**src/rtl/gd_iteration_controller.sv**
```systemverilog
// Iteration sequencer for the 4-parameter Q8.8 gradient-descent engine:
// requests gradients, applies a saturating shift-based update, and triggers convergence checks.
module gd_iteration_controller #(
  parameter int MAX_ITER     = 50,
  parameter int ITER_W       = $clog2(MAX_ITER + 1),
  parameter int LR_SHIFT     = 4,
  parameter int GRAD_TIMEOUT = 255,
  parameter int USE_STEP     = 1
) (
  input  logic              clk,
  input  logic              rst_n,
  input  logic              start,
  input  logic              abort,
  input  logic [15:0]       a_init,
  input  logic [15:0]       b_init,
  input  logic [15:0]       c_init,
  input  logic [15:0]       d_init,
  output logic              grad_req,
  input  logic              grad_ack,
  input  logic [15:0]       grad_a,
  input  logic [15:0]       grad_b,
  input  logic [15:0]       grad_c,
  input  logic [15:0]       grad_d,
  output logic [15:0]       a_out,
  output logic [15:0]       b_out,
  output logic [15:0]       c_out,
  output logic [15:0]       d_out,
  output logic [15:0]       a_step,
  output logic [15:0]       b_step,
  output logic [15:0]       c_step,
  output logic [15:0]       d_step,
  output logic              check_enable,
  output logic              use_step_method,
  input  logic              converged_in,
  output logic [ITER_W-1:0] iter_count,
  output logic              busy,
  output logic              done,
  output logic [1:0]        status
);

  typedef enum logic [2:0] {
    S_IDLE, S_GRAD, S_UPDATE, S_CHECK, S_WAIT_CONV, S_DONE
  } state_t;

  typedef enum logic [1:0] {
    ST_CONVERGED = 2'b00,
    ST_MAX_ITER  = 2'b01,
    ST_TIMEOUT   = 2'b10,
    ST_ABORTED   = 2'b11
  } status_t;

  state_t              state_q, state_d;
  status_t             status_q, status_d;
  logic [3:0][15:0]    param_q, step_q, grad_q;
  logic [3:0][15:0]    param_new, step_new;
  logic [ITER_W-1:0]   iter_q;
  logic [15:0]         tmo_q;
  logic                load, capture, commit, tmo_inc, status_we;

  // Step is the negated arithmetic right shift; -(x >>> n) cannot overflow for n >= 1.
  function automatic logic [15:0] calc_step(input logic signed [15:0] g);
    logic signed [15:0] shifted;
    shifted = g >>> LR_SHIFT;
    return -shifted;
  endfunction

  function automatic logic [15:0] sat_add(input logic [15:0] p, input logic [15:0] s);
    logic [16:0] sum;
    sum = {p[15], p} + {s[15], s};
    if (sum[16] != sum[15]) return sum[16] ? 16'h8000 : 16'h7FFF;
    return sum[15:0];
  endfunction

  always_comb begin
    for (int i = 0; i < 4; i++) begin
      step_new[i]  = calc_step(grad_q[i]);
      param_new[i] = sat_add(param_q[i], step_new[i]);
    end
  end

  // NOTE: every signal driven here gets a default first so no path leaves it unassigned (no latch).
  always_comb begin
    state_d      = state_q;
    status_d     = status_q;
    status_we    = 1'b0;
    load         = 1'b0;
    capture      = 1'b0;
    commit       = 1'b0;
    tmo_inc      = 1'b0;
    grad_req     = 1'b0;
    check_enable = 1'b0;
    case (state_q)
      S_IDLE: begin
        if (start) begin
          load    = 1'b1;
          state_d = S_GRAD;
        end
      end
      S_GRAD: begin
        if (abort) begin
          status_d  = ST_ABORTED;
          status_we = 1'b1;
          state_d   = S_DONE;
        end else begin
          grad_req = 1'b1;
          if (grad_ack) begin
            capture = 1'b1;
            state_d = S_UPDATE;
          end else begin
            tmo_inc = 1'b1;
            if (tmo_q == 16'(GRAD_TIMEOUT - 1)) begin
              status_d  = ST_TIMEOUT;
              status_we = 1'b1;
              state_d   = S_DONE;
            end
          end
        end
      end
      S_UPDATE: begin
        if (abort) begin
          status_d  = ST_ABORTED;
          status_we = 1'b1;
          state_d   = S_DONE;
        end else begin
          commit  = 1'b1;
          state_d = S_CHECK;
        end
      end
      S_CHECK: begin
        if (abort) begin
          status_d  = ST_ABORTED;
          status_we = 1'b1;
          state_d   = S_DONE;
        end else begin
          check_enable = 1'b1;
          state_d      = S_WAIT_CONV;
        end
      end
      S_WAIT_CONV: begin
        status_we = 1'b1;
        if (abort) begin
          status_d = ST_ABORTED;
          state_d  = S_DONE;
        end else if (converged_in) begin
          status_d = ST_CONVERGED;
          state_d  = S_DONE;
        end else if (iter_q == ITER_W'(MAX_ITER)) begin
          status_d = ST_MAX_ITER;
          state_d  = S_DONE;
        end else begin
          status_we = 1'b0;
          state_d   = S_GRAD;
        end
      end
      S_DONE:  state_d = S_IDLE;
      default: state_d = S_IDLE;
    endcase
  end

  // NOTE: sequential state uses non-blocking assignments so all registers update together.
  always_ff @(posedge clk or negedge rst_n) begin
    if (!rst_n) begin
      state_q  <= S_IDLE;
      status_q <= ST_CONVERGED;
      param_q  <= '0;
      step_q   <= '0;
      grad_q   <= '0;
      iter_q   <= '0;
      tmo_q    <= '0;
    end else begin
      state_q <= state_d;
      if (status_we) status_q <= status_d;
      if (load) begin
        param_q  <= {d_init, c_init, b_init, a_init};
        step_q   <= '0;
        iter_q   <= '0;
        tmo_q    <= '0;
        status_q <= ST_CONVERGED;
      end
      if (tmo_inc) tmo_q <= tmo_q + 16'd1;
      if (capture) begin
        grad_q <= {grad_d, grad_c, grad_b, grad_a};
        tmo_q  <= '0;
      end
      if (commit) begin
        param_q <= param_new;
        step_q  <= step_new;
        iter_q  <= iter_q + ITER_W'(1);
      end
    end
  end

  assign a_out           = param_q[0];
  assign b_out           = param_q[1];
  assign c_out           = param_q[2];
  assign d_out           = param_q[3];
  assign a_step          = step_q[0];
  assign b_step          = step_q[1];
  assign c_step          = step_q[2];
  assign d_step          = step_q[3];
  assign iter_count      = iter_q;
  assign status          = status_q;
  assign busy            = (state_q != S_IDLE);
  assign done            = (state_q == S_DONE);
  assign use_step_method = 1'(USE_STEP);

endmodule

```
**config.mk**
```make
export PLATFORM = sky130hd
export DESIGN_NAME = gd_iteration_controller
export DESIGN_NICKNAME = d
export VERILOG_FILES = /design/src/rtl/gd_iteration_controller.sv
export SDC_FILE = /design/constraint.sdc
export NUM_CORES = 1
export LEC_CHECK = 0
export ABC_AREA = 1
export CAP_MARGIN = 20
export CORE_UTILIZATION = 54
export CTS_BUF_LIST = sky130_fd_sc_hd__clkbuf_4 sky130_fd_sc_hd__clkbuf_8
export DETAILED_ROUTE_END_ITERATION = 7
export PLACE_DENSITY = 0.92
export SKIP_CTS_REPAIR_TIMING = 1
export SLEW_MARGIN = 20
export SYNTH_ARGS = -nofsm -noshare
export SYNTH_HDL_FRONTEND = slang
export SYNTH_SLANG_ARGS = --single-unit
```
**constraint.sdc**
```tcl
create_clock -name clk -period 4.9 [get_ports clk]
set_clock_uncertainty 0.1 [all_clocks]
set_input_delay 0.98 -clock clk [delete_from_list [all_inputs] [get_ports clk]]
set_output_delay 0.98 -clock clk [all_outputs]
set_load 0.01 [all_outputs]
```
[Word level (Yosys, flattened, before mapping)]
Index checks and enable logic that the tools add are counted.
Word-level totals
  logic and storage cells: 117
  bits in registers: 219
  bits of input ports: 134
Operators by class
  add/subtract/negate cells: 10
  equality and inequality tests: 17
  reduce and logical (&&, ||, !) cells: 9
  muxes and demuxes: 65
Operators by type and width (number)
  $mux 64: 4
  $mux 16: 15
  $add 16x16->17: 4
  $neg 12->16: 4
  $mux 1: 24
  $mux 3: 8
  $mux 2: 9
  $add 16x1->16 const B: 1
  $eq 16x8->1 const B: 1
  $pmux 3 s5: 1
  $mux 6: 2
  $ne 4x4->1 const B: 3
  $add 6x1->6 const B: 1
  $eq 3x2->1 const B: 2
  $eq 3x3->1 const B: 2
  $eq 6x6->1 const B: 1
  $pmux 2 s3: 1
  $reduce_and 6->1: 1
  $reduce_bool 3->1: 2
  $ne 5x5->1 const B: 1
  $ne 1x1->1: 4
  $reduce_bool 2->1: 2
  $reduce_bool 4->1: 1
  $eq 3x1->1 const B: 1
  6 further kinds: 6

[Depth between registers and ports, before layout]
  depth in word-level cells: 7
  mapped depth: 29
  gate-level depth less buffers: 28

[Worst setup path before layout]
Ideal clock, no wire load.
  path type: flip-flop to flip-flop
  from: reg grad_q[36] in the netlist's numbering
  to: reg param_q (netlist bit c_out[5])
  path buffers: 1
  required time: 4735 ps
  setup time: 65 ps
  cell stages (with the launch flop): 27
  setup slack: 1070 ps
  arrival time: 3665 ps
  cell sequence: dfrtp_1 -> inv_1 -> ha_1 -> nand4_1 -> nor4_1 -> nand2_1 -> nor2_1 -> inv_1 -> nand2_1 -> inv_1 -> ha_1 -> a21oi_1 -> o21ai_0 -> a21oi_1 -> nand2_1 -> nand2_1 -> nand2_1 -> a21oi_1 -> inv_1 -> nand2_1 -> nand2_1 -> ha_1 -> inv_1 -> clkbuf_1 -> a31oi_1 -> a21o_1 -> nand2_1
On the way
  cells in the longest elaborated chain, start to end: 6
  elaborated cells on any way between the ends: 8
  classes of those cells: add/sub (2); eq/ne (1); mux (5)
RTL lines
  start, declared: RTL line 54  | logic [3:0][15:0] param_q, step_q, grad_q;
  start signal, assigned: RTL line 182  | grad_q <= {grad_d, grad_c, grad_b, grad_a};
  $neg 12->16 (*): RTL line 64  | return -shifted;
  $add 16x16->17 (*): RTL line 69  | sum = {p[15], p} + {s[15], s};
  $mux 16 / $ne 1x1->1 (equally long branches): RTL line 70  | if (sum[16] != sum[15]) return sum[16] ? 16'h8000 : 16'h7FFF;
  $mux 16 / $mux 1 (equally long branches): RTL line 70
  $mux 16 (*): RTL line 71  | return sum[15:0];
  $mux 64 (*): RTL line 185  | if (commit) begin
  end signal, assigned: RTL line 174  | param_q <= {d_init, c_init, b_init, a_init};
  end signal, assigned: RTL line 186  | param_q <= param_new;
  end, declared: RTL line 54
Mark *: on every way between the ends. The rest lies on a longest branch, timed or not. The select of a mux whose other input is x is not followed.
A chain may end at the register's enable or synchronous reset.

[Worst setup path in the final report]
Same ends and word-level chain as after synthesis.

==> impl_metrics.prom <==
# TYPE chip_impl_metric gauge
chip_impl_metric{name="p_clk_share",unit="%"} 11.6
chip_impl_metric{name="cts_clk_pin_slew_worst_paths",unit="ps"} 60
chip_impl_metric{name="min_period_over_period",unit="%"} 91.2
chip_impl_info{name="timing.hold.worst.class",value="reg -> reg"} 1
chip_impl_metric{name="power.density_cell_area",unit="mW/mm^2"} 858
chip_impl_metric{name="chipHeight",unit="um"} 162
chip_impl_metric{name="h-tree-depth",unit=""} 2
chip_impl_metric{name="placement_rows",unit=""} 58
chip_impl_metric{name="synthArstFlopShare",unit="%"} 100
chip_impl_metric{name="power_switching",unit="mW"} 7.65
chip_impl_info{name="worstSetupPathType",value="reg -> reg"} 1
chip_impl_metric{name="fin_ws",unit="ps"} 432
chip_impl_metric{name="setup_viol",unit=""} 0
chip_impl_info{name="rr_endpoint",value="c_out[5]$_DFFE_PN0P_"} 1
chip_impl_metric{name="n_antenna_cell",unit=""} 0
chip_impl_metric{name="max-vdd-ir-drop",unit="mV"} 0.627
chip_impl_metric{name="finalHoldViolations",unit=""} 0
chip_impl_info{name="unrepaired_setup_endpoints_after_global_routing",value="no"} 1
chip_impl_metric{name="static-leakage-power",unit="nW"} 8.60
chip_impl_metric{name="fillers",unit=""} 2030
chip_impl_metric{name="place_worst_setup_slack",unit="ps"} 542
chip_impl_metric{name="avgSynthCellArea",unit="sq um"} 7.10
chip_impl_metric{name="dp_cells",unit=""} 2484
chip_impl_metric{name="num_vias",unit=""} 14000
chip_impl_metric{name="initial_utilization",unit="%"} 55.0
chip_impl_info{name="clock_tree.root_cell",value="sky130_fd_sc_hd__clkbuf_8"} 1
chip_impl_metric{name="power.share.combinational",unit="%"} 68.4
chip_impl_metric{name="grtUsageMet2",unit="%"} 52.9
chip_impl_metric{name="global_route_usage_over_all_layers",unit="%"} 31.4
chip_impl_metric{name="die_area",unit="sq mm"} 0.0262
chip_impl_metric{name="number_of_stages_on_the_worst_hold_path",unit=""} 2
chip_impl_metric{name="clock_latency",unit="ps"} 530
chip_impl_info{name="worstHoldEndpoint",value="b_step[14]$_DFFE_PN0P_"} 1
chip_impl_metric{name="arrival",unit="ps"} 4820
chip_impl_metric{name="seq_power_share",unit="%"} 19.9
chip_impl_metric{name="drcViolationCount",unit=""} 0
chip_impl_metric{name="max_cap_violations",unit=""} 0
chip_impl_metric{name="first_pass_grt_wire_length",unit="um"} 66500
chip_impl_metric{name="routed_wire_length",unit="um"} 40700
chip_impl_metric{name="slew_viol_final",unit=""} 0
chip_impl_metric{name="first_global_vias",unit=""} 13800
chip_impl_info{name="layout.cells.most_common_list",value="sky130_fd_sc_hd__nand2_1, sky130_fd_sc_hd__clkdlybuf4s50_1, sky130_fd_sc_hd__nor2_1, sky130_fd_sc_hd__dfrtp_1, sky130_fd_sc_hd__inv_1"} 1
chip_impl_metric{name="grt.met3_usage",unit="%"} 5.36
chip_impl_info{name="worst_setup_path_start_kind",value="flop"} 1
chip_impl_metric{name="switching_share",unit="%"} 51.2
chip_impl_metric{name="power.internal",unit="mW"} 7.28
chip_impl_metric{name="synth_cell_types",unit=""} 50
chip_impl_metric{name="cts-buffers-inserted",unit=""} 37
chip_impl_metric{name="drt_pre_antenna_iters",unit=""} 5
chip_impl_metric{name="rr_worst_depth",unit=""} 26
chip_impl_metric{name="placement.cell_area",unit="sq mm"} 0.0166
chip_impl_metric{name="stdcell_count",unit=""} 2549
chip_impl_info{name="hold_path.startpoint",value="b_step[14]$_DFFE_PN0P_"} 1
chip_impl_metric{name="nets",unit=""} 2414
chip_impl_metric{name="synthesis.instances",unit=""} 1943
chip_impl_metric{name="maxClockFrequency",unit="MHz"} 224
chip_impl_info{name="busiest_layer",value="met2"} 1
chip_impl_metric{name="place.port_buffers",unit=""} 257
chip_impl_metric{name="grt_start_max_net_pins",unit=""} 118
chip_impl_metric{name="synth-edff-count",unit=""} 0
chip_impl_metric{name="final.setup.tns",unit="ps"} 0
chip_impl_metric{name="antenna_found_initial",unit=""} 0
chip_impl_metric{name="critical_path_required",unit="ps"} 5260
chip_impl_metric{name="floorplan.core_area",unit="sq mm"} 0.0251
chip_impl_metric{name="ys.warnings.count",unit=""} 0
chip_impl_metric{name="pin_count",unit=""} 275
chip_impl_metric{name="final_area",unit="sq mm"} 0.0174
chip_impl_info{name="type_of_destination_of_the_critical_path",value="flop"} 1
chip_impl_info{name="mostFrequentLayoutCell",value="sky130_fd_sc_hd__nand2_1"} 1
chip_impl_metric{name="worst-slew-pin-transition",unit="ps"} 1000
chip_impl_metric{name="max-clock-path-buffers",unit=""} 3
chip_impl_info{name="r2r-start",value="grad_q[36]$_DFFE_PN0P_"} 1
chip_impl_metric{name="synth_seq_area_share",unit="%"} 36.8
chip_impl_info{name="cts_tree",value="done"} 1
chip_impl_metric{name="detail_route.iter0.violations",unit=""} 1132
chip_impl_metric{name="place.gp.congestion",unit=""} 0.967
chip_impl_metric{name="die_width",unit="um"} 162
chip_impl_metric{name="antenna_violating_nets_post_route",unit=""} 0
chip_impl_metric{name="reg2reg_setup_slack",unit="ps"} 430
chip_impl_metric{name="grt_use_met1",unit="%"} 40.1
chip_impl_info{name="status",value="complete, no violations"} 1
chip_impl_metric{name="postSynthNetCount",unit=""} 2162
chip_impl_metric{name="critPathMaxFanout",unit=""} 11
chip_impl_metric{name="ys_ff_latch",unit=""} 203
chip_impl_metric{name="clock-sinks",unit=""} 203
chip_impl_metric{name="rel_slew_slack",unit="%"} 33.2
chip_impl_metric{name="detailed_place_hpwl",unit="um"} 29500
chip_impl_metric{name="syn_area",unit="sq mm"} 0.0138
chip_impl_metric{name="vias_per_cell",unit=""} 5.50
chip_impl_info{name="post_synth_top_flop",value="sky130_fd_sc_hd__dfrtp_1"} 1
chip_impl_metric{name="layout_min_cycle_time",unit="ps"} 4470
chip_impl_metric{name="area_delta_synth_final",unit="%"} 26.0
chip_impl_metric{name="globalRoute.totalOverflow",unit=""} 0
chip_impl_metric{name="avgRoutedWirePerCell",unit="um"} 16.0
chip_impl_metric{name="drive_above_1_share",unit="%"} 8.34
[kinds of logic after synthesis]
group,Yosys count,synth area share (%)
buffers and inverters,264,8.07
adders and majority gates,85,7.92
DFF,203,36.8
and+or+nand+nor,1065,33.3
other,1,0.0272
muxes,1,0.0725
xor gates and xnor gates,36,2.34
AOI/OAI and AO/OA,288,11.5
[worst max path at each step]
stage                           endpoint  cells after the start  slack, ps                   start
global placement    b_out[4]$_DFFE_PN0P_                     28        640  grad_q[20]$_DFFE_PN0P_
CTS                 b_out[4]$_DFFE_PN0P_                     28        440  grad_q[20]$_DFFE_PN0P_
floorplan           c_out[5]$_DFFE_PN0P_                     26       1070  grad_q[36]$_DFFE_PN0P_
detailed placement  b_out[4]$_DFFE_PN0P_                     28        540  grad_q[20]$_DFFE_PN0P_
global route        c_out[5]$_DFFE_PN0P_                     26         20  grad_q[36]$_DFFE_PN0P_
finish              c_out[5]$_DFFE_PN0P_                     26        430  grad_q[36]$_DFFE_PN0P_
[power groups by stage]
stage	Clock, mW	Combinational [mW]	Sequential (mW)
5_1_grt	1.84	11.4	3.04
2_1_floorplan	0	6.87	3.05
4_1_cts	1.76	9.90	2.95
3_5_place_dp	0	9.82	2.96
6_report	1.74	10.2	2.97
3_3_place_gp	0	9.52	2.95
[area by class of cell]
type                            count  area [sq um]  share of cell area [%]
Clock buffer                       60           751                    4.32
Clock inverter                      3          42.5                   0.245
Inverter                          205           781                    4.49
Multi-Input combinational cell   1476          7610                    43.8
Sequential cell                   203          5080                    29.2
Tap cell                          330           413                    2.37
Timing Repair Buffer              272          2710                    15.6
[state kept, by name, summed over array words and instances, names as in the netlist, 3 cells and up]
name,count
state_q,3
b_step,16
iter_count,6
c_out,16
c_step,16
grad_q,48
d_step,16
tmo_q,16
b_out,16
d_out,16
a_out,16
a_step,16
[metal layers]
metal / up-vias / wire length (um)
li1: 6777 / -
met1: 6509 / 16900
met2: 609 / 19500
met3: 115 / 2990
met4: 0 / 1350
met5: - / 0
[critical path, cell delays in order, from the launching register on]
cell	delay, ps
sky130_fd_sc_hd__dfrtp_1	400
sky130_fd_sc_hd__inv_1	130
sky130_fd_sc_hd__ha_1	240
sky130_fd_sc_hd__nand4_1	230
sky130_fd_sc_hd__nor4_1	270
sky130_fd_sc_hd__buf_4	200
sky130_fd_sc_hd__nand2_1	60
sky130_fd_sc_hd__nor2_1	190
sky130_fd_sc_hd__inv_1	60
sky130_fd_sc_hd__nand2_1	80
sky130_fd_sc_hd__inv_1	60
sky130_fd_sc_hd__ha_1	310
sky130_fd_sc_hd__a21oi_1	140
sky130_fd_sc_hd__o21ai_0	90
sky130_fd_sc_hd__a21oi_1	170
sky130_fd_sc_hd__nand2_1	70
sky130_fd_sc_hd__nand2_1	70
sky130_fd_sc_hd__nand2_1	50
sky130_fd_sc_hd__a21oi_1	210
sky130_fd_sc_hd__inv_1	90
sky130_fd_sc_hd__nand2_1	60
sky130_fd_sc_hd__nand2_1	50
sky130_fd_sc_hd__ha_1	300
sky130_fd_sc_hd__inv_1	320
sky130_fd_sc_hd__a31oi_1	170
sky130_fd_sc_hd__a21o_1	210
sky130_fd_sc_hd__nand2_1	50
[metrics by stage]
stage	hold WS, ps	power, mW	utilization [%]
after CTS	383	14.6	69.1
after floorplan	378	9.91	-
final	381	14.9	69.3
after global routing	396	16.3	69.3
after detailed placement	367	12.8	66.0
after global placement	363	12.5	66.0
[synthesized netlist by cell type (2+ instances only)]
cell | count | share of area (%)
sky130_fd_sc_hd__a21o_1 | 2 | 0.11
sky130_fd_sc_hd__a21oi_1 | 97 | 3.5
sky130_fd_sc_hd__a21oi_2 | 4 | 0.25
sky130_fd_sc_hd__a22o_1 | 16 | 1.0
sky130_fd_sc_hd__a31oi_1 | 12 | 0.54
sky130_fd_sc_hd__and2_1 | 2 | 0.091
sky130_fd_sc_hd__buf_2 | 40 | 1.5
sky130_fd_sc_hd__buf_4 | 3 | 0.16
sky130_fd_sc_hd__buf_6 | 5 | 0.41
sky130_fd_sc_hd__clkbuf_1 | 10 | 0.27
sky130_fd_sc_hd__dfrtp_1 | 203 | 37
sky130_fd_sc_hd__fa_1 | 4 | 0.58
sky130_fd_sc_hd__ha_1 | 81 | 7.3
sky130_fd_sc_hd__inv_1 | 188 | 5.1
sky130_fd_sc_hd__inv_2 | 14 | 0.38
sky130_fd_sc_hd__inv_4 | 3 | 0.14
sky130_fd_sc_hd__nand2_1 | 599 | 16
sky130_fd_sc_hd__nand2_2 | 35 | 1.6
sky130_fd_sc_hd__nand2_4 | 2 | 0.16
sky130_fd_sc_hd__nand3_1 | 120 | 4.4
sky130_fd_sc_hd__nand3_2 | 7 | 0.51
sky130_fd_sc_hd__nand3b_1 | 15 | 0.82
sky130_fd_sc_hd__nand4_1 | 20 | 0.91
sky130_fd_sc_hd__nor2_1 | 217 | 5.9
sky130_fd_sc_hd__nor2_2 | 7 | 0.32
sky130_fd_sc_hd__nor2_4 | 6 | 0.49
sky130_fd_sc_hd__nor3_1 | 10 | 0.36
sky130_fd_sc_hd__nor3_2 | 8 | 0.58
sky130_fd_sc_hd__o211ai_1 | 4 | 0.22
sky130_fd_sc_hd__o21ai_0 | 114 | 4.1
sky130_fd_sc_hd__o21ai_1 | 26 | 0.94
sky130_fd_sc_hd__o21ai_2 | 2 | 0.13
sky130_fd_sc_hd__o21bai_1 | 4 | 0.22
sky130_fd_sc_hd__o22ai_1 | 2 | 0.091
sky130_fd_sc_hd__o31ai_1 | 2 | 0.11
sky130_fd_sc_hd__or2_2 | 12 | 0.54
sky130_fd_sc_hd__xnor2_1 | 5 | 0.32
sky130_fd_sc_hd__xor2_1 | 30 | 1.9
Power figures use the tool's default switching activity.
